$ cat config.mk
export PLATFORM = sky130hd
export DESIGN_NAME = collatz_range
export DESIGN_NICKNAME = d
export VERILOG_FILES = /design/src/rtl/collatz_range.sv
export SDC_FILE = /design/constraint.sdc
export NUM_CORES = 2
export LEC_CHECK = 0
export BUFFER_PORTS_ARGS = -buffer_cell sky130_fd_sc_hd__buf_2
export CELL_PAD_IN_SITES_DETAIL_PLACEMENT = 2
export CELL_PAD_IN_SITES_GLOBAL_PLACEMENT = 2
export CORE_MARGIN = 2
export CORE_UTILIZATION = 30
export CTS_CLUSTER_DIAMETER = 50
export CTS_CLUSTER_SIZE = 10
export DETAILED_ROUTE_END_ITERATION = 16
export PLACE_DENSITY = 0.55
export SLEW_MARGIN = 20
export SYNTH_ARGS = -nofsm -noshare
export SYNTH_HDL_FRONTEND = slang
export SYNTH_SLANG_ARGS = --single-unit
$ cat constraint.sdc
create_clock -name clk -period 9.6 [get_ports clk]
set_input_delay 0 -clock clk [delete_from_list [all_inputs] [get_ports clk]]
set_output_delay 0 -clock clk [all_outputs]
set_load 0.02 [all_outputs]
$ cat src/rtl/collatz_range.sv
// Batch Collatz engine: evaluates RAM_WORDS consecutive starting values into an
// internal RAM, then serves registered reads addressed by start's low bits.
module collatz_range #(
    parameter int RAM_WORDS     = 256,
    parameter int RAM_ADDR_BITS = 8
) (
    input  logic        clk,
    input  logic        reset,
    input  logic        go,
    input  logic [31:0] start,
    output logic        done,
    output logic [15:0] count
);

    typedef enum logic [2:0] {
        IDLE  = 3'd0,
        LOAD  = 3'd1,
        ITER  = 3'd2,
        WRITE = 3'd3,
        DONE  = 3'd4
    } state_t;

    state_t                   state;
    state_t                   state_nxt;
    logic [31:0]              base;
    logic [31:0]              v;
    logic [15:0]              c;
    logic [RAM_ADDR_BITS-1:0] idx;
    logic [15:0]              ram [RAM_WORDS];
    logic                     iter_end;
    logic                     last_word;
    logic                     ram_we;

    // One Collatz step; 3v+1 wraps at 32 bits.
    function automatic logic [31:0] collatz_step(input logic [31:0] x);
        if (x[0])
            return x + {x[30:0], 1'b0} + 32'd1;
        else
            return {1'b0, x[31:1]};
    endfunction

    assign iter_end  = (v <= 32'd1) || (c == 16'hFFFF);
    assign last_word = (idx == RAM_ADDR_BITS'(RAM_WORDS - 1));

    always_ff @(posedge clk) begin
        if (reset)
            state <= IDLE;
        else
            state <= state_nxt;
    end

    // go restarts from any state; reset has priority through the state register.
    always_comb begin
        state_nxt = state;
        if (go) begin
            state_nxt = LOAD;
        end else begin
            case (state)
                IDLE:    state_nxt = IDLE;
                LOAD:    state_nxt = ITER;
                ITER:    if (iter_end) state_nxt = WRITE;
                WRITE:   state_nxt = last_word ? DONE : LOAD;
                DONE:    state_nxt = DONE;
                default: state_nxt = IDLE;
            endcase
        end
    end

    always_comb begin
        done   = (state == DONE);
        ram_we = (state == WRITE);
    end

    // Working registers carry no reset; they are reloaded before use.
    always_ff @(posedge clk) begin
        if (go) begin
            base <= start;
            idx  <= '0;
        end else begin
            case (state)
                LOAD: begin
                    v <= base;
                    c <= (base == 32'd0) ? 16'd0 : 16'd1;
                end
                ITER: begin
                    if (!iter_end) begin
                        v <= collatz_step(v);
                        c <= c + 16'd1;
                    end
                end
                WRITE: begin
                    if (!last_word) begin
                        idx  <= idx + RAM_ADDR_BITS'(1);
                        base <= base + 32'd1;
                    end
                end
                default: ;
            endcase
        end
    end

    always_ff @(posedge clk) begin
        if (ram_we)
            ram[idx] <= c;
    end

    // Read port runs in every state so the panel sees data one cycle after addressing.
    always_ff @(posedge clk) begin
        if (reset)
            count <= '0;
        else
            count <= ram[start[RAM_ADDR_BITS-1:0]];
    end

endmodule

==> summary by stage <==
Final layout
In the final design database the tool counted about 7900 nets. The commonest non-fill, non-tap cell in the layout is sky130_fd_sc_hd__edfxtp_1. The number of standard cells in the layout, taps in and fillers out is 15300.

The growth of design area from synthesis to finish is 16.98%. Measured on the finished design, the core utilization comes to 35.24%. In the layout the commonest cells are 4176 x sky130_fd_sc_hd__edfxtp_1, 1239 x sky130_fd_sc_hd__mux4_2, 548 x sky130_fd_sc_hd__clkbuf_16, 322 x sky130_fd_sc_hd__buf_4, 184 x sky130_fd_sc_hd__mux2i_1.

The post-route netlist has approximately a third of its cells at a drive strength greater than 1.

STA
The hold violation total from the final report is 0. Dividing the final minimum period by the clock period gives around 45%. The remaining max-slew budget at the tightest pin is 17.09%. The tightest hold path in the finished design has a slack of 107.7 ps.

The total negative slack is 0 ps. The number of slew-limit violations in the final report is 0. Timing would allow up to ~230 MHz. The worst clock skew is 58.53 ps. Setup violations remaining at the end of the flow were counted as 0. The final critical-path required period is about 4300 ps. Setup repair after global routing left no endpoint under its margin. The slew at the pin with the worst max-slew slack is 1244 ps.

Route
The number of iterations in the first detailed-routing pass is 5. For this block, the via count after detailed routing is just under 80000. The total routed wirelength is ~500000 um. The first-iteration detailed-routing DRC count is 7850. The post-route antenna net violation count is 0. Dividing the detail-routed wire length by the instance count gives 32.73 um. The per-cell via count in the routed design is 5.175. The remaining routing DRC violations is 0.

Global routing
The total track usage is 17.85%. The total congestion overflow is 0. The wire length of the first global-routing pass is 700900 um. The number of global-route vias before repair is 86640. Entering global routing, the biggest net connects 196 pins. The initial antenna violation count is 34.

Floorplan
From left edge to right edge, the die measures around 740 um. The die covers 0.5527 mm2. In this run the vertical extent of the chip is approximately 740 um. For this design the top-level I/O count stands at between 50 and 60. The region available for standard cell placement spans 0.5446 mm2. The starting density of the core is 30.12%. The site row count is 271.

Critical path
The worst setup path is of the reg -> reg kind. Counting cells, the worst reg-to-reg path comes to 12. For flop-to-flop paths, the worst setup slack is 5270 ps. The worst reg2reg path startpoint is v[0]$_DFFE_PP_. The critical path capture point type is a flop. For the worst setup path, the data required time is between 10000 and 15000 ps. The top fanout value on the critical path is 29. The worst setup path is launched from a flop. The arrival time at the worst endpoint is between 5000 and 6000 ps.

Clock tree
The TritonCTS clock tree is yes. The number of buffers added for setup after CTS is 0. The post-CTS resize count is 0.

The H-tree was split into 6 levels. The clock latency reported for the late side of the worst-skew pair is 1040 ps. After clock tree synthesis, the clock-pin slew on the worst setup and hold paths is 60 ps. The clock passes through at most 4 buffers.

The total of hold buffers inserted after clock tree synthesis is 99. The clock tree root buffer cell is sky130_fd_sc_hd__clkbuf_16. CTS saw 4203 sinks. Counting the buffers created by CTS gives 530.

Power
The combinational share of power is 4.7%. In this run the power spent charging and discharging nets is 8.723 mW. The power consumption is 40.25 mW. The clock share of power is a little under half. Net switching is 21.67% of the power.

The power share of the sequential group is around half. The total power per unit cell area is 209.7 mW/mm2. For this design the static power due to leakage is ~59 nW. The worst ir drop on vdd is 0.1676 mV. Cell internal power was estimated by the tool at 31.52 mW.

Yosys
The count of distinct cell types in the synthesized netlist is 65. The Yosys step of the flow raised 0 warnings. The synthesized netlist occupies a cell area of 0.1640 mm2. The sequential share of the synthesized area is 76.78%.

Counting every net in the synthesized netlist gives 7280. Yosys mapped a number of flops with a built-in enable equal to approximately 4200. The post-synthesis instance total is 7184.

The most used flip-flop cell after synthesis is sky130_fd_sc_hd__edfxtp_1. Each instance of the synthesized netlist takes up on average 22.83 um2. The synthesized design contains 4203 register bits. In the synthesized netlist the async set-or-reset flop fraction comes to 0%.

Status
The run finished with clean final reports.

Placement
Once placement completed, the tool counted placed cells totaling 14430. At the end of routability-driven placement, the weighted congestion stood at ~0.77. The count of buffers added on input and output ports is 51. Detailed placement finished with a half-perimeter wire length of about 280000 um.

Hold path
In this run the most critical hold path is launched from start[5]. The worst hold path stage count is 4. The hold path endpoint is base[5]$_DFFE_PP_. The worst hold path class is in -> reg.

Job
Max-cap violations in this run came to 0.
## power groups by stage
stage / Clock (mW) / Sequential, mW / Combinational (mW)
after floorplan: 0 / 20.7 / 1.05
after CTS: 18.6 / 20.2 / 1.93
after detailed placement: 0 / 20.6 / 1.89
after global placement: 0 / 20.6 / 1.85
after global routing: 19.2 / 20.2 / 2.00
final: 18.2 / 20.2 / 1.89
## area by class of cell
type,count,area [um2]
diodes,8,20.02
clock buffers,625,14010
clock inverters,134,1355
fillers,52070,352700
inverters,46,187.7
multi-input cells,2549,37020
flip-flops and latches,4203,125900
well taps,7234,9051
repair buffers,503,4299
## worst max-delay path: stages (launching register included)
cell and delay (ps):
sky130_fd_sc_hd__edfxtp_1 780, sky130_fd_sc_hd__buf_4 490, sky130_fd_sc_hd__clkinv_1 460, sky130_fd_sc_hd__ha_1 360, sky130_fd_sc_hd__a21bo_2 210, sky130_fd_sc_hd__a31oi_1 210
sky130_fd_sc_hd__o21ai_0 120, sky130_fd_sc_hd__nand3_1 100, sky130_fd_sc_hd__a21oi_1 120, sky130_fd_sc_hd__o21ai_0 260, sky130_fd_sc_hd__nor3b_2 260, sky130_fd_sc_hd__buf_4 430
sky130_fd_sc_hd__and2_1 200
## logic make-up after synthesis
kind of cell             share of synthesized area (%)
AO/OA/AOI/OAI                                    1.105
XOR/XNOR                                        0.4058
adder cells (fa/ha/maj)                         0.4699
buffers and inverters                            1.252
flip-flops                                       76.78
multiplexers                                     18.18
AND/OR/NAND/NOR                                  1.812
## worst max path at each step
stage                                      end      startpoint  slack (ps)  cells past startpoint
after floorplan                           flop  c[0]$_DFFE_PP_        1610                      9
after global placement     count[4]$_SDFF_PP0_        start[1]        4500                      9
after detailed placement  count[10]$_SDFF_PP0_        start[0]        4530                     10
after CTS                                 flop  v[0]$_DFFE_PP_        5170                     12
after global routing                      flop  v[0]$_DFFE_PP_        4960                     12
final                                     flop  v[0]$_DFFE_PP_        5270                     12
## stage by stage
step	worst slack (ps)	instance area [um2]
2_1_floorplan	1611	164000
3_3_place_gp	4500	175400
3_5_place_dp	4526	175400
4_1_cts	5166	191800
5_1_grt	4964	191900
6_report	5273	191900
## flip-flops by register name, indices dropped and copies added, names as in the netlist, named ones only
name and cells:
ram 4096, v 31, base 32, state 3, idx 8, count 16
c 16
## synth_stat cells, drive strengths merged (4+ instances only)
| master | n | area share (%) |
|---|---|---|
| edfxtp | 4176 | 76 |
| mux4 | 1239 | 17 |
| nor2 | 318 | 0.73 |
| buf | 209 | 0.74 |
| mux2i | 188 | 1.1 |
| clkbuf | 177 | 0.41 |
| nand2 | 175 | 0.40 |
| o21ai | 81 | 0.25 |
| o22ai | 78 | 0.30 |
| ha | 60 | 0.46 |
| a21oi | 55 | 0.17 |
| nand3 | 52 | 0.16 |
| xor2 | 47 | 0.25 |
| nor3 | 46 | 0.14 |
| inv | 45 | 0.10 |
| xnor2 | 29 | 0.15 |
| dfxtp | 27 | 0.33 |
| and3 | 22 | 0.084 |
| a21o | 17 | 0.078 |
| nand4 | 13 | 0.050 |
| o211ai | 12 | 0.055 |
| nor2b | 11 | 0.042 |
| nand2b | 9 | 0.034 |
| nor4 | 9 | 0.034 |
| o311ai | 9 | 0.048 |
| a211oi | 7 | 0.032 |
| and2 | 7 | 0.027 |
| or3 | 7 | 0.027 |
| nand3b | 5 | 0.023 |
| a21boi | 4 | 0.018 |
| nor3b | 4 | 0.018 |
| o21a | 4 | 0.018 |
| o221ai | 4 | 0.021 |
| or2 | 4 | 0.015 |
## layer usage
metal | wire [um] | global-route usage (%) | share of wire (%) | vias up
met5 | 42 | 0 | 0.0084 | -
met4 | 12950 | 4.559 | 2.6 | 6
met3 | 24010 | 2.281 | 4.8 | 597
met2 | 246900 | 29.98 | 49 | 2253
met1 | 217000 | 24.60 | 43 | 44570
li1 | - | - | - | 31760
(Power assumes the default switching activity.)
